File: src/rtl/alu_seg_scan.sv
// Registered 4-function ALU with a valid/ready handshake, carry/zero flags, an
// accumulate mode, and a refresh scanner that multiplexes the result onto 7-seg digits.
module alu_seg_scan #(
  parameter int N       = 8,
  parameter int REFRESH = 4,
  localparam int DIGITS = N / 4
) (
  input  logic              clk,
  input  logic              rst,
  input  logic [N-1:0]      A,
  input  logic [N-1:0]      B,
  input  logic [1:0]        OPcode,
  input  logic              acc,
  input  logic              valid_in,
  output logic              ready,
  output logic              done,
  output logic [N-1:0]      result,
  output logic              carry,
  output logic              zero,
  input  logic              ENable,
  output logic [6:0]        seg,
  output logic [DIGITS-1:0] an
);

  localparam int CW = (REFRESH > 1) ? $clog2(REFRESH) : 1;
  localparam int IW = (DIGITS > 1) ? $clog2(DIGITS) : 1;

  typedef enum logic {IDLE, CALC} state_t;

  state_t         state_q, state_d;
  logic [N-1:0]   a_q, a_d, b_q, b_d;
  logic [1:0]     op_q, op_d;
  logic [N-1:0]   result_q, result_d;
  logic           carry_q, carry_d, zero_q, zero_d, done_q, done_d;
  logic [CW-1:0]  cnt_q;
  logic [IW-1:0]  idx_q;

  logic [N:0]     wide;
  logic [N-1:0]   alu_res;
  logic           alu_c;

  // The extra top bit of the N+1-bit difference is exactly the borrow (A<B).
  always_comb begin
    wide    = '0;
    alu_res = '0;
    alu_c   = 1'b0;
    case (op_q)
      2'b00: begin
        wide    = {1'b0, a_q} + {1'b0, b_q};
        alu_res = wide[N-1:0];
        alu_c   = wide[N];
      end
      2'b01: alu_res = a_q | b_q;
      2'b10: begin
        wide    = {1'b0, a_q} - {1'b0, b_q};
        alu_res = wide[N-1:0];
        alu_c   = wide[N];
      end
      default: alu_res = a_q ^ b_q;
    endcase
  end

  always_comb begin
    state_d  = state_q;
    a_d      = a_q;
    b_d      = b_q;
    op_d     = op_q;
    result_d = result_q;
    carry_d  = carry_q;
    zero_d   = zero_q;
    done_d   = 1'b0;
    case (state_q)
      IDLE: begin
        if (valid_in) begin
          a_d     = acc ? result_q : A;
          b_d     = B;
          op_d    = OPcode;
          state_d = CALC;
        end
      end
      default: begin
        result_d = alu_res;
        carry_d  = alu_c;
        zero_d   = (alu_res == '0);
        done_d   = 1'b1;
        state_d  = IDLE;
      end
    endcase
  end

  always_ff @(posedge clk or posedge rst) begin
    if (rst) begin
      state_q  <= IDLE;
      a_q      <= '0;
      b_q      <= '0;
      op_q     <= '0;
      result_q <= '0;
      carry_q  <= 1'b0;
      zero_q   <= 1'b0;
      done_q   <= 1'b0;
    end else begin
      state_q  <= state_d;
      a_q      <= a_d;
      b_q      <= b_d;
      op_q     <= op_d;
      result_q <= result_d;
      carry_q  <= carry_d;
      zero_q   <= zero_d;
      done_q   <= done_d;
    end
  end

  // Scanner free-runs regardless of ENable so re-enabling resumes mid-scan.
  always_ff @(posedge clk or posedge rst) begin
    if (rst) begin
      cnt_q <= '0;
      idx_q <= '0;
    end else if (cnt_q == CW'(REFRESH - 1)) begin
      cnt_q <= '0;
      idx_q <= (idx_q == IW'(DIGITS - 1)) ? '0 : idx_q + IW'(1);
    end else begin
      cnt_q <= cnt_q + CW'(1);
    end
  end

  logic [3:0] nibbles [DIGITS];
  logic [3:0] nib;

  generate
    for (genvar gi = 0; gi < DIGITS; gi++) begin : g_nib
      assign nibbles[gi] = result_q[4*gi +: 4];
    end
  endgenerate

  assign nib = nibbles[idx_q];

  logic [6:0] seg_dec;

  always_comb begin
    seg_dec = 7'b0000000;
    case (nib)
      4'h0: seg_dec = 7'b1111110;
      4'h1: seg_dec = 7'b0110000;
      4'h2: seg_dec = 7'b1101101;
      4'h3: seg_dec = 7'b1111001;
      4'h4: seg_dec = 7'b0110011;
      4'h5: seg_dec = 7'b1011011;
      4'h6: seg_dec = 7'b1011111;
      4'h7: seg_dec = 7'b1110000;
      4'h8: seg_dec = 7'b1111111;
      4'h9: seg_dec = 7'b1111011;
      4'hA: seg_dec = 7'b1110111;
      4'hB: seg_dec = 7'b0011111;
      4'hC: seg_dec = 7'b1001110;
      4'hD: seg_dec = 7'b0111101;
      4'hE: seg_dec = 7'b1001111;
      default: seg_dec = 7'b1000111;
    endcase
  end

  assign ready  = (state_q == IDLE);
  assign done   = done_q;
  assign result = result_q;
  assign carry  = carry_q;
  assign zero   = zero_q;
  assign seg    = ENable ? seg_dec : 7'b0000000;
  assign an     = ENable ? (DIGITS'(1) << idx_q) : '0;

endmodule

File: config.mk
export PLATFORM = sky130hd
export DESIGN_NAME = alu_seg_scan
export DESIGN_NICKNAME = d
export VERILOG_FILES = /design/src/rtl/alu_seg_scan.sv
export SDC_FILE = /design/constraint.sdc
export NUM_CORES = 1
export LEC_CHECK = 0
export ABC_CLOCK_PERIOD_IN_PS = 3000
export CAP_MARGIN = 10
export CORE_MARGIN = 1
export CORE_UTILIZATION = 54
export CTS_CLUSTER_SIZE = 24
export DETAILED_ROUTE_END_ITERATION = 8
export PLACE_DENSITY = 0.86
export SETUP_SLACK_MARGIN = 0.4
export SYNTH_ARGS = -nofsm -noshare
export SYNTH_HDL_FRONTEND = slang
export SYNTH_SLANG_ARGS = --single-unit
File: constraint.sdc
create_clock -name clk -period 3 [get_ports clk]
set_input_delay 0.6 -clock clk [delete_from_list [all_inputs] [get_ports clk]]
set_output_delay 0.6 -clock clk [all_outputs]
set_load 0.03 [all_outputs]
# ---- Word-level counts from Yosys, hierarchy flattened
# Memories as Yosys holds them, arrays and structs flattened.
# Index checks and enable logic that the tools add are counted.
dict set report word_totals {
  ff_bits 33
  rom_bits 112
  output_inout_bits 21
  n_memories 1
}
dict set report op_classes {
  add_sub_neg 4
  shift 1
  muxes 13
  n_lt_le_gt_ge 1
  bitwise 4
  eq_ne 3
  reduce_logical 3
}
# memory depth word_bits read_ports rd_ports_with_merged_regs write_ports line_no
set memory_table {}
lappend memory_table {{(no name shown)} 16 7 1 0 0 141} ;# case (nib)
# cell n
set op_table {}
lappend op_table {{one-hot mux 8 bit (3 select lines)} 1}
lappend op_table {{two-way mux 4 bit} 3}
lappend op_table {{adder 8 x 8 -> 9 bit} 1}
lappend op_table {{subtractor 8 x 8 -> 9 bit} 1}
lappend op_table {{zero test 8 bit} 1}
lappend op_table {{two-way mux 8 bit} 1}
lappend op_table {{OR 8 bit} 1}
lappend op_table {{bitwise XOR 8 bit} 1}
lappend op_table {{two-way mux 7 bit} 1}
lappend op_table {{== test 2 bit (second input constant)} 2}
lappend op_table {{two-way mux 1 bit} 4}
lappend op_table {{two-way mux 2 bit} 2}
lappend op_table {{adder 2 x 1 -> 2 bit (second input constant)} 1}
lappend op_table {{== test 2 x 1 -> 1 bit (second input constant)} 1}
lappend op_table {{greater-or-equal comparator 2 bit (second input constant)} 1}
lappend op_table {{zero test 2 bit} 1}
lappend op_table {{inverter 1 -> 2 bit} 1}
lappend op_table {{one-hot mux 1 bit (2 select lines)} 1}
lappend op_table {{AND reduction 2 bit} 1}
lappend op_table {{<< shifter 1 x 1 -> 2 bit (first input constant)} 1}
lappend op_table {{adder 1 bit (second input constant)} 1}
lappend op_table {{inverter 1 bit} 1}

# ---- Logic depth before layout (Yosys ltp)
# Gate-level depths: netlist of the first run.
# An unclocked memory read counts as a cell.
dict set report depth {
  ltp_word 6
  ltp_mapped 11
  mapped_depth_nobuf 11
}

# ---- Least setup slack after synthesis of the first run
# Ideal clock, no wire load.
dict set report synth_path {
  kind {register to output}
  startpoint {register idx_q}
  endpoint {output seg[1]}
  slack_ns 0.414
  path_buffers 1
  arrival_ns 1.986
  required_ns 2.400
  path_stages_with_launch 8
  cell_sequence {dfrtp_1 > clkbuf_1 > mux2i_1 > inv_1 > ha_1 > nand2_1 > o21ai_0 > a21oi_1}
}
dict set report synth_via {
  elab_chain_len 6
}
# item line_no
set synth_rtl {}
lappend synth_rtl {{from (decl)} 36} ;# logic [IW-1:0] idx_q;
lappend synth_rtl {{from (signal assigned)} 120} ;# idx_q <= (idx_q == IW'(DIGITS - 1)) ? '0 : idx_q + IW'(1);
lappend synth_rtl {{inverter 1 -> 2 bit (implied by the code)} 135} ;# assign nib = nibbles[idx_q];
lappend synth_rtl {{two-way mux 4 bit (implied by the code) (3 in a row)} 135}
lappend synth_rtl {{memory read (16 x 7 bit)} -}
lappend synth_rtl {{two-way mux 7 bit} 166} ;# assign seg = ENable ? seg_dec : 7'b0000000;
lappend synth_rtl {{to (decl)} 21} ;# output logic [6:0] seg,
# No other way between the ends. The select of a mux whose other input is x is not followed.

# ---- Worst setup path after layout of the first run
dict set report layout_path {
  startpoint {register idx_q}
  endpoint {output seg[4]}
}
# Same word-level chain as after synthesis.

==> flow_metrics.tcl, run 1 <==
set metrics [dict create \
    status "finished, final reports clean" \
    clock_power_share_pct 16.8 \
    antennaDiodeCount 0 \
    grt_pass1_wl_mm 10.50 \
    ys_warn_count 0 \
    synthCells 287 \
    grt_use_total_pct 26.34 \
    p_seq_share_pct 25.8 \
    rows 25 \
    r2r_slack_ns 0.47 \
    yosysTopAreaCell "dfrtp_1" \
    synth_top_area_share_pct 31.12 \
    dp_cells 392 \
    pre_cts_ws_ns 0.2081 \
    cts_num_sinks 33 \
    wl_per_cell_um 16.20 \
    max_stage_delay_ns 0.45 \
    crit_start "idx_q" \
    path_cells "mux2_4, ha_2, o311a_1, clkdlybuf4s15_2" \
    async_flop_share_pct 100.0 \
    syn_area_um2 2654 \
    cp-endpoint "seg[4]" \
    worst-endpoint-required_ns 2.40 \
    combPwrFrac_pct 57.4 \
    first_iter_violations 174 \
    min_path_cells 1 \
    synth_edf_count 0 \
    io_buffers 43 \
    cp.arrival_ns 1.94 \
    hold_viol_final 0 \
    fin_nets 391 \
    grt_max_degree 34 \
    grt_overflow 0 \
    via_count 2262 \
    r2r_cells 9 \
    synth.distinct_cells 47 \
    die_x_um 72.11 \
    drt-pass1-iter-count 4 \
    drc 0 \
    syn_nets 343 \
    finalSetupTns_ns 0 \
    max_cap_viol_count 0 \
    internal_power_mw 1.449 \
    p_leak_nw 1.527 \
    clkLatencyLatePin_ns 0.29 \
    ant_nets 0 \
    syn_area_per_cell_um2 9.247 \
    critPathCaptureType "output pin" \
    switching_share_pct 45.20 \
    drive_above_1_share_pct 17.86 \
    fillCellCount 333 \
    holdCritPathClass "reg -> reg" \
    tightest_slew_ns 0.8576 \
    finalNonFillerCells 403 \
    numCtsBuffers 5 \
    max_freq_mhz 394.1 \
    crit_family "flip-flops" \
    pin_count 44 \
    multi_input_area_um2 1625 \
    skew_ns 0.009402 \
    worst-setup-path-type "reg -> out" \
    area_delta_synth_final_pct 23.01 \
    total_power_mw 2.644 \
    utilization_pct 69.11 \
    cts_tree "yes" \
    fin_crit_sh_pct 84.58 \
    path_buf_inv 1 \
    cts_buffer_depth 2 \
    regArea_um2 829.5 \
    grt_antenna_before_repair 0 \
    die_area_um2 5199 \
    cp.depth 4 \
    die_h_um 72.11 \
    grt_pass1_vias 2234 \
    placed_area_um2 3126 \
    final_cell_area_um2 3264 \
    drv_slew 0 \
    hold_start "cnt_q[0]" \
    start_util_pct 56.19 \
    hpwl_mm 4.539 \
    p_per_area_nw_per_um2 809.9 \
    synth.most_common_cell "dfrtp_1" \
    r2r-end "result[6]" \
    avgViaCountPerCell 5.613 \
    cp_slowest_cell "dfrtp_2" \
    ys_top_cells_by_area "dfrtp_1, ha_1, mux2i_1" \
    cp_max_fo 5 \
    path_clk_slew_ns 0.07 \
    synth-seq-cells 33 \
    start_kind "flop" \
    cts_root_buffer "clkbuf_8" \
    htreeDepth 2 \
    setup_viol 0 \
    rsz0062_at_grt "true" \
    gp_congestion 0.8929 \
    finalWorstSetupSlack_ns 0.4625 \
    layout_min_cycle_time_ns 2.537 \
    synthFlopType "dfrtp_1" \
    routed_wl_mm 6.527 \
    max-slew-margin-rel_pct 42.69 \
    p_sw_mw 1.195 \
    whs_ns 0.4325 \
    core_area_um2 4723 \
    rr_startpoint "a_q[3]" \
    cts_hold_buffers 0 \
    peakVddDrop_mv 0.5295 \
    yosysSeqAreaShare_pct 31.12 \
    synth_commonest_cells "dfrtp_1, ha_1, inv_1" \
]
registers in the layout, indices dropped and copies added (netlist names):
| register | count |
|---|---|
| zero | 1 |
| carry | 1 |
| b_q | 8 |
| cnt_q | 2 |
| state_q | 1 |
| a_q | 8 |
| done | 1 |
| idx_q | 1 |
| op_q | 2 |
| result | 8 |
worst register-to-register path, cell delays in order, from the launching register on:
cell      delay, ns
dfrtp_1        0.43
inv_1          0.06
ha_1           0.39
nor2_1         0.21
a211oi_2       0.08
buf_4          0.14
o21a_1         0.17
or4_1          0.46
a32oi_2        0.32
mux2_2         0.21
power groups by stage:
stage,combinational (mW),clock (mW),sequential (mW)
global route,1.65,0.460,0.699
floorplan,0.971,0,0.749
finish,1.52,0.443,0.683
global placement,1.43,0,0.678
detailed placement,1.47,0,0.682
CTS,1.49,0.445,0.678
worst min path at each step:
stage          slack, ns  endpoint
2_1_floorplan       0.40  cnt_q[0]
4_1_cts             0.44  cnt_q[0]
5_1_grt             0.45  cnt_q[0]
3_3_place_gp        0.41  cnt_q[0]
6_report            0.43  cnt_q[0]
3_5_place_dp        0.43  cnt_q[0]
per-layer routing:
metal / vias to the layer above / track usage (%) / part of all wire (%) / wire (µm)
met1: 1081 / 33.18 / 42 / 2739
li1: 1084 / - / - / -
met2: 77 / 43.72 / 49 / 3216
met4: 0 / 12.64 / 2.9 / 188
met3: 20 / 4.861 / 5.9 / 382
met5: - / 0 / 0 / 0
kinds of logic after synthesis:
| group | count (synthesis) | share of synthesized area (%) |
|---|---|---|
| multiplexers | 35 | 14.43 |
| flip-flops | 33 | 31.12 |
| XOR/XNOR | 7 | 2.310 |
| adder cells (fa/ha/maj) | 33 | 16.12 |
| AND/OR/NAND/NOR | 68 | 11.88 |
| buffers and inverters | 47 | 8.675 |
| AO/OA/AOI/OAI | 64 | 15.47 |
cells in the final DEF, fill, tap and decap left out, types with 5 or more instances in the layout:
cell / instances
a21oi_1: 20
buf_2: 6
buf_4: 11
clkbuf_8: 6
clkdlybuf4s50_1: 34
dfrtp_1: 30
ha_1: 28
inv_1: 29
mux2_2: 15
mux2i_1: 17
nand2_1: 25
nor2_1: 24
o21ai_0: 18
xnor2_1: 5
cell type report:
class	instances	area share, %
Multi-Input combinational cell	207	49.79
Clock inverter	1	0.9199
Tap cell	67	2.568
Clock buffer	7	2.645
Sequential cell	33	25.41
Inverter	34	3.910
Timing Repair Buffer	54	14.76
timing repair:
item | CTS | global route
gates cloned | 0 | 0
resized for setup | 34 | 13
setup endpoints to repair | 11 | 8
pin swaps | 0 | 2
buffers inserted | 1 | 2
Power figures use the tool's default switching activity.
==> inputs of run 2 (changes only) <==
- ABC_CLOCK_PERIOD_IN_PS: 3000 -> 2140
- CORE_UTILIZATION: 54 -> 49
- PLACE_DENSITY: 0.86 -> 0.82
- clock period: 3 -> 2.14 ns (I/O delays scaled with it)
==> run 2 against run 1 <==
  * The flow now finishes with violations (negative setup slack)
  * Global-route usage rose by 2.0 points
  * Register-to-register slack worse by 0.73 ns
  * Via count is 15% higher
  * Worst hold slack is essentially flat
  * First-iteration DRC count increased by 47%
  * Wire length rose by 30%
==> flow_metrics.tcl, run 2 (same netlist as run 1, synthesis figures left out) <==
set metrics [dict create \
    avgViaCountPerCell 5.723 \
    drt-pass1-iter-count 4 \
    violations "negative setup slack" \
    status "finished with violations" \
    setup_viol 10 \
    fillCellCount 267 \
    cp_max_fo 3 \
    min_path_cells 1 \
    clkLatencyLatePin_ns 0.29 \
    via_count 2604 \
    ant_nets 0 \
    hold_viol_final 0 \
    cts_num_sinks 33 \
    switching_share_pct 44.84 \
    fin_crit_sh_pct 112.1 \
    gp_congestion 0.8936 \
    drc 0 \
    rows 26 \
    p_sw_mw 2.254 \
    pre_cts_ws_ns -0.1453 \
    path_cells "inv_2, ha_4, a21oi_4, or4_4, a31oi_1, nand3b_1, o211a_1, nand4_1, o32ai_2" \
    holdCritPathClass "reg -> reg" \
    total_power_mw 5.027 \
    core_area_um2 5172 \
    first_iter_violations 255 \
    fin_nets 440 \
    rsz0062_at_grt "true" \
    finalWorstSetupSlack_ns -0.2598 \
    die_x_um 75.59 \
    combPwrFrac_pct 68.5 \
    drive_above_1_share_pct 45.97 \
    grt_overflow 0 \
    worst-setup-path-type "reg -> reg" \
    cp.arrival_ns 2.60 \
    die_h_um 75.59 \
    max_freq_mhz 416.7 \
    peakVddDrop_mv 0.8539 \
    antennaDiodeCount 0 \
    most-common-layout-cells "buf_4, dfrtp_1, inv_1, clkdlybuf4s50_1" \
    area_delta_synth_final_pct 55.40 \
    clock_power_share_pct 12.4 \
    cts_tree "yes" \
    dp_cells 429 \
    start_kind "flop" \
    p_per_area_nw_per_um2 1219 \
    p_seq_share_pct 19.1 \
    cts_root_buffer "clkbuf_8" \
    skew_ns 0.007273 \
    grt_max_degree 34 \
    htreeDepth 2 \
    critPathCaptureType "flop" \
    layout_commonest_cell "buf_4" \
    placed_area_um2 3593 \
    internal_power_mw 2.773 \
    grt_pass1_wl_mm 11.92 \
    utilization_pct 79.73 \
    layout_min_cycle_time_ns 2.400 \
    die_area_um2 5714 \
    drv_slew 0 \
    pin_count 44 \
    max_cap_viol_count 0 \
    grt_use_total_pct 28.38 \
    start_util_pct 51.31 \
    max_stage_delay_ns 0.43 \
    r2r_cells 9 \
    worst-endpoint-required_ns 2.34 \
    tightest_slew_ns 0.4229 \
    wl_per_cell_um 18.60 \
    routed_wl_mm 8.461 \
    p_leak_nw 1.872 \
    numCtsBuffers 5 \
    max-slew-margin-rel_pct 71.25 \
    hpwl_mm 5.043 \
    path_clk_slew_ns 0.08 \
    final_cell_area_um2 4124 \
    cp_slowest_cell "dfrtp_1" \
    cts_buffer_depth 2 \
    grt_pass1_vias 2532 \
    finalNonFillerCells 455 \
    grt_antenna_before_repair 0 \
    io_buffers 43 \
]
-- run 2: cell count changes in the layout (fill, tap and decap cells not counted), sizes merged --
cell	change
clkdlybuf4s50	-13
dlygate4sd2	+11
buf	+52
clkdlybuf4s15	-1
-- run 2: worst max-delay path, delay by kind of cell (launching register included) --
kind            cells  cell delay, ns
fa+ha+maj           1            0.32
flops               1            0.43
buf+inv             1            0.09
compound gates      4            0.75
simple gates        3            0.71
-- run 2: cell type report --
type	instances	area, µm²	share of cell area (%)
well taps	70	87.58	2.124
multi-input cells	207	2043	49.54
flip-flops and latches	33	830.8	20.15
clock buffers	7	86.33	2.093
repair buffers	103	910.9	22.09
clock inverters	1	30.03	0.7282
inverters	34	135.1	3.277
-- run 2: worst paths after layout --
kind	start	end	slack, ns
min	cnt_q[0]	cnt_q[0]	0.43
max in group asynchronous	rst	idx_q	1.26
max reg2reg	a_q[1]	zero	-0.26
min in group asynchronous	rst	b_q[1]	0.52
max	a_q[1]	zero	-0.26
min reg2reg	cnt_q[0]	cnt_q[0]	0.43
-- run 2: layer usage --
metal,share of wire (%),vias up,track usage [%]
met5,0,-,0
met4,3.6,0,12.35
met3,5.8,36,6.878
met2,50,122,45.83
met1,41,1265,36.35
li1,-,1181,-
-- run 2: power groups by stage --
stage          registers (mW)  logic, mW  clock network (mW)
4_1_cts                 0.947       2.95               0.630
6_report                0.959       3.45               0.624
3_5_place_dp            0.955       2.70                   0
2_1_floorplan            1.07       1.69                   0
5_1_grt                 0.976       3.67               0.661
3_3_place_gp            0.949       2.65                   0
-- run 2: timing repair --
action,in CTS,in global routing
pin swaps,17,22
buffers inserted,6,12
endpoints found under the setup margin,30,16
hold buffers,0,0
resized for setup,52,35
-- run 2: stage by stage --
stage	setup TNS [ns]	hold slack (ns)
2_1_floorplan	0	0.4031
3_3_place_gp	-0.1712	0.4123
3_5_place_dp	-0.3489	0.4172
4_1_cts	-1.308	0.4264
5_1_grt	-2.714	0.4384
6_report	-1.613	0.4329
==> inputs of run 3 (changes only) <==
- CTS_CLUSTER_SIZE: 24 -> default
- PLACE_DENSITY: 0.82 -> 0.89
==> run 3 against run 2 <==
  * The flow still finishes with violations (negative setup slack)
  * Critical path depth decreased by 3
  * Final cell count decreased by 1.5%
  * Die area unchanged
  * Register-to-register slack improved by 0.06 ns
  * Non-clock buffer count decreased by 7
  * Core utilization decreased by 2.0 points
  * Combinational power decreased by 3%
  * Flip-flop and latch count unchanged
  * Worst hold slack improved by 0.016 ns
  * Wire length increased by 2.1%
  * Setup slack improved by 0.048 ns
  * Count of clock-buffer cells in the layout unchanged
==> flow_metrics.tcl, run 3 (same netlist as run 1, synthesis figures left out) <==
set metrics [dict create \
    most-common-layout-cells "buf_4, dfrtp_1, clkdlybuf4s50_1, nor2_1, nand2_1" \
    p_leak_nw 1.818 \
    die_x_um 75.59 \
    setup_viol 12 \
    grt_overflow 0 \
    p_per_area_nw_per_um2 1188 \
    worst-setup-path-type "reg -> out" \
    cp_max_fo 5 \
    grt_max_degree 34 \
    r2r_slack_ns -0.20 \
    drt-pass1-iter-count 5 \
    max_freq_mhz 425.3 \
    max_cap_viol_count 0 \
    holdCritPathClass "reg -> reg" \
    rr_startpoint "a_q[0]" \
    hold_viol_final 0 \
    total_power_mw 4.774 \
    grt_antenna_before_repair 0 \
    utilization_pct 77.70 \
    drive_above_1_share_pct 43.39 \
    grt_pass1_wl_mm 12.57 \
    regArea_um2 830.8 \
    critPathCaptureType "output pin" \
    cp_slowest_cell "dfrtp_2" \
    r2r_cells 11 \
    routed_wl_mm 8.636 \
    start_util_pct 51.31 \
    grt_pass1_vias 2573 \
    dp_cells 425 \
    layout_min_cycle_time_ns 2.351 \
    max-slew-margin-rel_pct 70.45 \
    pre_cts_ws_ns -0.1299 \
    violations "negative setup slack" \
    path_clk_slew_ns 0.06 \
    fin_crit_sh_pct 109.9 \
    hold_start "cnt_q[0]" \
    numCtsBuffers 5 \
    fillCellCount 306 \
    rows 26 \
    crit_family "flip-flops" \
    wl_per_cell_um 19.28 \
    skew_ns 0.008644 \
    first_iter_violations 218 \
    core_area_um2 5172 \
    start_kind "flop" \
    area_delta_synth_final_pct 51.44 \
    io_buffers 43 \
    drc 0 \
    finalWorstSetupSlack_ns -0.2114 \
    htreeDepth 2 \
    multi_input_area_um2 2023 \
    tightest_slew_ns 0.4433 \
    max_stage_delay_ns 0.46 \
    cts_buffer_depth 2 \
    drv_slew 0 \
    worst-endpoint-required_ns 1.71 \
    avgViaCountPerCell 5.699 \
    gp_congestion 0.9448 \
    clkLatencyLatePin_ns 0.30 \
    cts_num_sinks 33 \
    ant_nets 0 \
    cts_root_buffer "clkbuf_8" \
    die_area_um2 5714 \
    path_buf_inv 2 \
    finalNonFillerCells 448 \
    rsz0062_at_grt "true" \
    peakVddDrop_mv 0.7774 \
    cp.arrival_ns 1.92 \
    via_count 2553 \
    min_path_cells 1 \
    layout_commonest_cell "buf_4" \
    status "finished with violations" \
    die_h_um 75.59 \
    cts_tree "yes" \
    path_cells "mux2i_4, buf_4, ha_4, nor2_1, o311a_4, buf_6" \
    fin_nets 433 \
    pin_count 44 \
    grt_use_total_pct 30.63 \
    crit_start "idx_q" \
    hpwl_mm 5.139 \
    cp.depth 6 \
    antennaDiodeCount 0 \
]
run 3: layer usage:
| layer | part of all wire (%) | track usage [%] | up-vias |
|---|---|---|---|
| li1 | - | - | 1165 |
| met1 | 41 | 37.11 | 1235 |
| met2 | 49 | 51.39 | 117 |
| met3 | 5.7 | 7.804 | 36 |
| met4 | 4.6 | 13.99 | 0 |
| met5 | 0 | 0 | - |
run 3: path summary, 6_finish.rpt:
check / end
worst max-delay path: seg[6]
worst min-delay path: cnt_q[0]
worst max register to register: result[6]
worst min register to register: cnt_q[0]
max in group asynchronous: idx_q
min in group asynchronous: b_q[3]
run 3: final cells by class:
type                       instances  share of cell area, %
clock inverter                     1                 0.1245
tap                               70                  2.179
clock buffer                       7                  1.899
sequential                        33                  20.67
timing repair buffer              96                  21.30
inverter                          34                  3.487
multi-input combinational        207                  50.34
run 3: through the flow:
stage	cell area [µm²]	hold slack (ns)	setup TNS [ns]
2_1_floorplan	2898	0.4031	0
6_report	4019	0.4485	-1.827
3_3_place_gp	3576	0.4128	-0.1766
5_1_grt	4019	0.4656	-2.557
4_1_cts	3872	0.4396	-1.206
3_5_place_dp	3576	0.4305	-0.4527
run 3: repair_timing:
item	in CTS	in global routing
gates resized for setup	55	23
hold buffers	0	0
endpoints found under the hold margin	0	0
setup buffers	8	7
pin swaps	13	8
setup endpoints to repair	29	18
run 3: report_power, final:
group | total (mW) | switching, mW | internal (mW)
Sequential | 0.958 | 0.186 | 0.773
Clock | 0.477 | 0.248 | 0.228
Combinational | 3.34 | 1.81 | 1.53
Total | 4.77 | 2.24 | 2.53
